==> config.mk <==
export PLATFORM = sky130hd
export DESIGN_NAME = inst_fetch
export DESIGN_NICKNAME = d
export VERILOG_FILES = /design/src/rtl/inst_fetch_pkg.sv /design/src/rtl/inst_fetch_icache_array.sv /design/src/rtl/inst_fetch.sv
export SDC_FILE = /design/constraint.sdc
export NUM_CORES = 1
export LEC_CHECK = 0
export CORE_UTILIZATION = 46
export DETAILED_ROUTE_END_ITERATION = 8
export PLACE_DENSITY = 0.85
export SLEW_MARGIN = 20
export SYNTH_ARGS = -nofsm -noshare
export SYNTH_HDL_FRONTEND = slang
export SYNTH_SLANG_ARGS = --single-unit
==> constraint.sdc <==
create_clock -name clk -period 7.6 [get_ports clk]
set_input_delay 1.52 -clock clk [delete_from_list [all_inputs] [get_ports clk]]
set_output_delay 1.52 -clock clk [all_outputs]
set_load 0.05 [all_outputs]
==> src/rtl/inst_fetch_pkg.sv <==
// Shared definitions for the instruction-fetch stage: FSM encodings, constants, helpers.
// Build option ICACHE_EN (see inst_fetch.sv) selects the full direct-mapped cache.
package inst_fetch_pkg;

    typedef enum logic [1:0] {
        IDLE = 2'd0,
        REQ  = 2'd1,
        WAIT = 2'd2
    } fetch_state_e;

    localparam logic TRUE  = 1'b1;
    localparam logic FALSE = 1'b0;

    localparam int INST_WIDTH       = 32;
    localparam int DEFAULT_RESET_PC = 0;

    localparam logic [INST_WIDTH-1:0] ZERO = '0;

    function automatic bit is_pow2(input int n);
        return (n > 0) && ((n & (n - 1)) == 0);
    endfunction

endpackage

==> src/rtl/inst_fetch_icache_array.sv <==
// Instruction cache storage: valid/tag/data per line, combinational read by index,
// single write port; rst clears every valid bit.
module icache_array
    import inst_fetch_pkg::*;
#(
    parameter int IDX_W = 6,
    parameter int TAG_W = 24
) (
    input  logic                  clk,
    input  logic                  rst,
    input  logic                  wr_en,
    input  logic [IDX_W-1:0]      wr_idx,
    input  logic [TAG_W-1:0]      wr_tag,
    input  logic [INST_WIDTH-1:0] wr_data,
    input  logic [IDX_W-1:0]      rd_idx,
    output logic                  rd_valid,
    output logic [TAG_W-1:0]      rd_tag,
    output logic [INST_WIDTH-1:0] rd_data
);

    localparam int DEPTH = 1 << IDX_W;

    logic [DEPTH-1:0]      valid;
    logic [TAG_W-1:0]      tags  [DEPTH];
    logic [INST_WIDTH-1:0] words [DEPTH];

    always_ff @(posedge clk) begin
        if (rst) begin
            valid <= '0;
        end else if (wr_en) begin
            valid[wr_idx] <= TRUE;
        end
    end

    // Tag/data need no reset; a line is only trusted once its valid bit is set.
    always_ff @(posedge clk) begin
        if (!rst && wr_en) begin
            tags[wr_idx]  <= wr_tag;
            words[wr_idx] <= wr_data;
        end
    end

    assign rd_valid = valid[rd_idx];
    assign rd_tag   = tags[rd_idx];
    assign rd_data  = words[rd_idx];

endmodule

==> src/rtl/inst_fetch.sv <==
// Instruction-fetch stage: PC, cache lookup, miss handshake to mem_ctrl, IF/ID outputs.
// ICACHE_EN defined: ICACHE_LINES-line direct-mapped cache; undefined: single full-tag entry.
//
// state | meaning
// IDLE  | look up pc; deliver on hit, start a miss otherwise
// REQ   | mem_inst_req high, waiting for mem_ctrl to accept (done seen low)
// WAIT  | request accepted, waiting for done to fill the cache
module inst_fetch
    import inst_fetch_pkg::*;
#(
    parameter int                    ADDR_WIDTH   = 32,
    parameter int                    ICACHE_LINES = 64,
    parameter logic [ADDR_WIDTH-1:0] RESET_PC     = ADDR_WIDTH'(DEFAULT_RESET_PC)
) (
    input  logic                  clk,
    input  logic                  rst,
    input  logic                  jump_i,
    input  logic [ADDR_WIDTH-1:0] jump_addr_i,
    input  logic                  id_stall_i,
    output logic [INST_WIDTH-1:0] inst_o,
    output logic [ADDR_WIDTH-1:0] pc_o,
    output logic                  inst_valid_o,
    output logic                  mem_inst_req,
    output logic [ADDR_WIDTH-1:0] mem_inst_addr,
    input  logic [INST_WIDTH-1:0] mem_inst_data,
    input  logic                  mem_inst_done
);

    if (!is_pow2(ICACHE_LINES)) begin : g_bad_lines
        $error("ICACHE_LINES must be a power of two");
    end

`ifdef ICACHE_EN
    localparam int IDX_W = $clog2(ICACHE_LINES);
    localparam int TAG_W = ADDR_WIDTH - 2 - IDX_W;
`else
    localparam int IDX_W = 1;
    localparam int TAG_W = ADDR_WIDTH - 2;
`endif

    fetch_state_e state, state_n;

    logic [ADDR_WIDTH-1:0] pc, pc_n;
    logic [INST_WIDTH-1:0] inst_n;
    logic [ADDR_WIDTH-1:0] pc_o_n;
    logic                  valid_n;
    logic [ADDR_WIDTH-1:0] addr_n;
    logic                  fill;

    logic [IDX_W-1:0]      rd_idx, wr_idx;
    logic [TAG_W-1:0]      rd_tag, wr_tag, line_tag;
    logic                  line_valid;
    logic [INST_WIDTH-1:0] line_data;
    logic                  hit;

`ifdef ICACHE_EN
    assign rd_idx = pc[2 +: IDX_W];
    assign rd_tag = pc[ADDR_WIDTH-1 -: TAG_W];
    assign wr_idx = mem_inst_addr[2 +: IDX_W];
    assign wr_tag = mem_inst_addr[ADDR_WIDTH-1 -: TAG_W];
`else
    assign rd_idx = '0;
    assign rd_tag = pc[ADDR_WIDTH-1:2];
    assign wr_idx = '0;
    assign wr_tag = mem_inst_addr[ADDR_WIDTH-1:2];
`endif

    icache_array #(
        .IDX_W (IDX_W),
        .TAG_W (TAG_W)
    ) u_icache_array (
        .clk      (clk),
        .rst      (rst),
        .wr_en    (fill),
        .wr_idx   (wr_idx),
        .wr_tag   (wr_tag),
        .wr_data  (mem_inst_data),
        .rd_idx   (rd_idx),
        .rd_valid (line_valid),
        .rd_tag   (line_tag),
        .rd_data  (line_data)
    );

    assign hit          = line_valid && (line_tag == rd_tag);
    assign mem_inst_req = (state == REQ);

    always_comb begin
        state_n = state;
        pc_n    = pc;
        inst_n  = inst_o;
        pc_o_n  = pc_o;
        valid_n = inst_valid_o;
        addr_n  = mem_inst_addr;
        fill    = FALSE;

        unique case (state)
            IDLE: begin
                // A jump here must not launch a miss for the pc it is replacing.
                if (!jump_i && !(id_stall_i && inst_valid_o)) begin
                    if (hit) begin
                        inst_n  = line_data;
                        pc_o_n  = pc;
                        valid_n = TRUE;
                        pc_n    = pc + ADDR_WIDTH'(4);
                    end else begin
                        valid_n = FALSE;
                        addr_n  = pc;
                        state_n = REQ;
                    end
                end
            end
            REQ: begin
                // done is also high while mem_ctrl is idle, so only a low sample means accepted.
                if (!mem_inst_done) begin
                    state_n = WAIT;
                end
            end
            WAIT: begin
                if (mem_inst_done) begin
                    fill    = TRUE;
                    state_n = IDLE;
                end
            end
            default: state_n = IDLE;
        endcase

        // In-flight misses still finish and fill; only the pc and delivery are redirected.
        if (jump_i) begin
            pc_n    = jump_addr_i;
            valid_n = FALSE;
        end
    end

    always_ff @(posedge clk) begin
        if (rst) begin
            state         <= IDLE;
            pc            <= RESET_PC;
            inst_o        <= ZERO;
            pc_o          <= '0;
            inst_valid_o  <= FALSE;
            mem_inst_addr <= '0;
        end else begin
            state         <= state_n;
            pc            <= pc_n;
            inst_o        <= inst_n;
            pc_o          <= pc_o_n;
            inst_valid_o  <= valid_n;
            mem_inst_addr <= addr_n;
        end
    end

endmodule

Word-level counts from Yosys, hierarchy flattened
Memory sizes are Yosys's and may differ from the RTL's. A register that Yosys moved wholly into a read port is not among the register bits.
Index checks and enable logic that the tools add are counted.
{"block": "totals", "regBits": 100, "ramBits": 124, "output_inout_bits": 98, "memories": 2}
{"memory": "u_icache_array.words", "depth": 2, "width": 32, "rd": 1, "rd_clocked_by_memory_dff": 1, "wr": 1, "line": "inst_fetch_icache_array.sv:25", "source": "logic [INST_WIDTH-1:0] words [DEPTH];"}
{"memory": "u_icache_array.tags", "depth": 2, "width": 30, "rd": 1, "rd_clocked_by_memory_dff": 0, "wr": 1, "line": "inst_fetch_icache_array.sv:24", "source": "logic [TAG_W-1:0] tags [DEPTH];"}
{"block": "op_classes", "n_addsub": 1, "n_eq_ne": 7, "n_mux": 14, "bitwise": 1, "reduce_logical": 17}
{"operator": "32-bit two-way mux", "n": 4}
{"operator": "32-bit by 3-bit adder with 32-bit output, second input constant", "n": 1}
{"operator": "30-bit == test", "n": 1}
{"operator": "3-bit AND reduction", "n": 3}
{"operator": "2-bit two-way mux", "n": 4}
{"operator": "2-bit != test, second input constant", "n": 4}
{"operator": "2-bit case mux with 3 select lines", "n": 1}
{"operator": "2-bit nonzero test", "n": 3}
{"operator": "1-bit two-way mux", "n": 5}
{"operator": "1-bit logical AND", "n": 4}
{"operator": "4-bit AND reduction", "n": 1}
{"operator": "1-bit logical NOT", "n": 3}
{"operator": "2-bit by 1-bit == test with 1-bit output, second input constant", "n": 1}
{"operator": "2-bit == test, second input constant", "n": 1}
{"operator": "2-bit logical NOT", "n": 1}
{"operator": "2-bit AND reduction", "n": 1}
{"operator": "2-bit OR reduction", "n": 1}
{"operator": "1-bit inverter", "n": 1}

Longest topological paths before layout
An unclocked memory read counts as a cell.
{"block": "logic_depth", "depth_word": 7, "ltp_mapped": 9, "ltp_nobuf": 6}

Cells and area by module
Synthesis repeated with hierarchy kept, for this count alone.
{"block": "unflattened", "hier_cells": 838, "hier_area_um2": 10724.0}
{"mod": "inst_fetch", "n_inst": 1, "cells_each": 634, "area_each_um2": 5869.4, "seq_area_each_um2": 2622.5}
{"mod": "icache_array", "n_inst": 1, "cells_each": 204, "area_each_um2": 4854.7, "seq_area_each_um2": 3763.6}

Worst setup path after synthesis
Ideal clock, no wire load.
{"block": "synth_timing", "path_type": "input to register", "from": "input rst", "to": "memory u_icache_array.tags[0][0] (netlist name) (enable)", "t_arrival_ns": 7.581, "slack_ns": -0.623, "stages": 1, "cell_sequence": "nor4bb_1"}
{"block": "synth_via", "elab_chain_len": 4}
{"element": "from (decl)", "line": "inst_fetch.sv:16", "source": "input logic rst,"}
{"element": "1-bit logical NOT", "line": "inst_fetch_icache_array.sv:37", "source": "if (!rst && wr_en) begin"}
{"element": "1-bit logical AND", "line": "inst_fetch_icache_array.sv:37"}
{"element": "1-bit two-way mux", "line": "inst_fetch_icache_array.sv:37"}
{"element": "1-bit two-way mux (not written as such)", "line": "inst_fetch_icache_array.sv:38", "source": "tags[wr_idx] <= wr_tag;"}
{"element": "to (decl)", "line": "inst_fetch_icache_array.sv:24"}
No other way between the ends.

Worst setup path after layout
{"block": "layout_timing", "from": "input id_stall_i", "to": "register pc[6]"}
{"block": "layout_via", "elab_chain_len": 5}
{"element": "from (decl)", "line": "inst_fetch.sv:19", "source": "input logic id_stall_i,"}
{"element": "1-bit logical AND", "line": "inst_fetch.sv:99", "source": "if (!jump_i && !(id_stall_i && inst_valid_o)) begin"}
{"element": "1-bit logical NOT", "line": "inst_fetch.sv:99"}
{"element": "1-bit logical AND", "line": "inst_fetch.sv:99"}
{"element": "2-bit nonzero test (no line)"}
{"element": "3-bit AND reduction (no line)"}
{"element": "to (signal assigned)", "line": "inst_fetch.sv:144", "source": "pc <= pc_n;"}
{"element": "to (decl)", "line": "inst_fetch.sv:43", "source": "logic [ADDR_WIDTH-1:0] pc, pc_n;"}
No other way between the ends.
A chain may end at the register's enable or synchronous reset.

==> out/summary.txt <==
Status: finished clean
Final wirelength: 21,250 microns
FF+latch count, synth: 194
Met2 usage: 37.96%
TritonCTS buffer count: 17
Count of different cell masters after synthesis: 46
R2R depth: 7
Vias in the first global route: 6,035
Fin nets: 983
Max_cap viols: 0
Initial DRC count: 732
Clock Root Buffer: clkbuf_16
Crit Path Max Fanout: 42
Switching power: 528.8 uW
Post-synth EDFFs: 62
CTS max path bufs: 2
Clock Power Share: 41.5%
Layout overhead on the synthesized area: 29.47%
Max transition margin: 40.59%
P per Cell Area: 219.1 nW/um^2
Antenna violation net count after detailed routing: 0
P_int: 1.712 mW
Port bufs: 166
Mean Syn Cell Area: 9.953 sq um
Worst IR drop on VDD: 0.0001731 V
CTS tree: built
Leakage: 3.367 nW
Design Power: 2.241 mW
Post-DP HPWL: 13,720 microns
Busiest grt layer: met2
R2r startpoint: pc[26]$_SDFFE_PP0P_
DR vias/cell: 5.838
Crit Path Category: in2reg
Layout cell share with drive strength beyond 1: 5.400%
CP Launch Point: id_stall_i
Sw Ratio: 23.59%
Post-synth ARST share: 0%
CTS H-Tree Depth: 4
Startpoint Class: input pin
Total gr overflow: 0
Die ar.: 17,710 sq um
PostCTS Resize Cnt: 0
Layout Utilization: 61.26%
Final Max Tran Viols: 0
CP required: 7910 ps
Yosys warning count: 0
Reg-to-reg setup timing slack: 4170 ps
Die height: 133.1 microns
R2R Path End: pc[6]$_SDFFE_PP0P_
Clock latency at the later pin of the worst-skew pair: 440 ps
Worst setup EP type: flop
Final Cycle Share: 53.95%
Largest net degree at the start of global routing: 96
Multi-input logic area: 3074 sq um
DR vias: 6,690
Row count: 47
Reg power frac: 50.2%
Fmax achieved: 0.2439 GHz
Tmin final: 4100 ps
DR pass1 iterations: 5
Gr usage total: 23.95%
Met3 usage: 5.249%
Chip width: 133.1 microns
Primary FF master, synth: dfxtp_1
Mapped Nets: 864
Initial Util: 47.32%
Met1 GRT Util: 32.51%
Critical path data arrival time: 4410 ps
Fillers: 1,372
Cts hold-fix bufs: 0
Most frequent cells in the layout: clkdlybuf4s50_1, dfxtp_1, nand3_1
Antenna diodes: 0
Initial antenna violation count: 0
Drt wl/cell: 18.54 microns
Gate Count Post-Synth: 794
Top Ports: 167
Sequential Area: 4504 sq um
Register area share after synthesis: 57.00%
Clk pin slew, worst setup/hold paths: 70 ps
Worst Hold Class: reg2reg
HP Start: mem_inst_addr[27]$_SDFFE_PP0P_
Clk_skew: 8.009 ps
RSZ-0062 raised after global routing: false
Core box area: 16,700 sq um
Setup Viol. Count Final: 0
Global-route wire length before repair: 32,850 microns
GPL Wtd Cong: 0.8412
Final hold viol count: 0
DR DRC count: 0
Synthesized area: 7903 sq um
Power share of the combinational group: 8.3%
Worst Max-Slew Pin Slew: 889.0 ps
Setup TNS: 0 ps
Post-CTS setup buffer count: 0
Clock Sink Count: 194
CP endpoint: pc[6]$_SDFFE_PP0P_
Commonest non-fill, non-tap cell in the layout: clkdlybuf4s50_1
-- Yosys cell counts, types with 2 or more instances --
master	n	area, sq um
dfxtp_1	132	2643
nand3_1	84	420.4
nor2_1	73	274.0
o21ai_0	73	365.4
a21oi_1	67	335.3
edfxtp_1	62	1862
clkbuf_1	52	195.2
mux2i_1	34	340.3
xnor2_1	28	245.2
nand2_1	24	90.09
nand4_1	16	100.1
buf_2	14	70.07
a311oi_1	13	113.9
nor4_1	13	81.33
inv_1	11	41.29
nand2b_1	9	56.30
nor3_1	9	45.04
a2111oi_0	7	61.31
buf_1	7	26.28
or3_1	7	43.79
and3_1	6	37.54
a211oi_1	5	37.54
o31a_1	5	43.79
o31ai_1	5	37.54
or4_1	5	37.54
a31o_2	3	26.28
a31oi_1	3	18.77
nor2b_1	3	18.77
o41a_1	3	33.78
a21o_1	2	15.01
and4_1	2	17.52
buf_6	2	22.52
nor4b_1	2	17.52
-- how the worst min path moves through the flow --
stage / end / slack, ps / depth (start not counted)
after floorplan: u_icache_array.valid[0]$_SDFFE_PP0P_ / 450 / 1
after global placement: u_icache_array.tags[0][25]$_DFFE_PP_ / 440 / 0
after detailed placement: u_icache_array.tags[0][25]$_DFFE_PP_ / 440 / 0
after CTS: u_icache_array.tags[0][25]$_DFFE_PP_ / 460 / 0
after global routing: u_icache_array.tags[0][25]$_DFFE_PP_ / 470 / 0
final: u_icache_array.tags[0][25]$_DFFE_PP_ / 460 / 0
-- through the flow --
stage | hold slack, ps | area, sq um | std cells | setup slack [ps]
floorplan | 448.3 | 7909 | 794 | 1895
global placement | 436.9 | 9618 | 1114 | 3250
detailed placement | 438.2 | 9618 | 1114 | 3109
CTS | 455.0 | 10230 | 1146 | 3550
global route | 471.2 | 10230 | 1146 | 3255
finish | 455.5 | 10230 | 1146 | 3500
-- layout make-up --
type | instances | share of cell area (%)
Timing Repair Buffer | 175 | 16.83
Clock buffer | 25 | 5.051
Sequential cell | 194 | 44.03
Inverter | 11 | 0.4158
Multi-Input combinational cell | 514 | 30.05
Tap cell | 220 | 2.690
Clock inverter | 7 | 0.9417
-- routing by layer --
metal  routed length (microns)  share of wire, %
met2                     10240                48
met3                      1445               6.8
met5                         0                 0
met1                      9123                43
met4                       446               2.1
-- cells by family after synthesis --
| kind of cell | Yosys count | synth area share [%] |
|---|---|---|
| and+or+nand+nor | 260 | 16.59 |
| DFF | 194 | 57.00 |
| muxes | 34 | 4.307 |
| buffers and inverters | 86 | 4.497 |
| xor gates and xnor gates | 28 | 3.103 |
| AOI/OAI and AO/OA | 191 | 14.34 |
| adders and majority gates | 1 | 0.1583 |
-- sequential cells by signal (all words and copies together), names as in the netlist, 2 cells and up --
name and cells:
u_icache_array.tags 30, mem_inst_addr 32, pc 32, pc_o 32, inst_o 32, u_icache_array.words 32
state 2
-- power groups by stage --
stage / Combinational (mW) / Clock, mW / Sequential (mW)
2_1_floorplan: 0.0981 / 0 / 1.15
3_3_place_gp: 0.182 / 0 / 1.15
3_5_place_dp: 0.184 / 0 / 1.15
4_1_cts: 0.186 / 0.936 / 1.12
5_1_grt: 0.198 / 0.978 / 1.13
6_report: 0.187 / 0.929 / 1.13
-- critical path, cell delays in order --
cell             delay (ps)
clkdlybuf4s50_1         410
a211oi_1                610
and4_2                  830
buf_4                   500
a211oi_1                130
a2111oi_0               390
(Power assumes the default switching activity.)
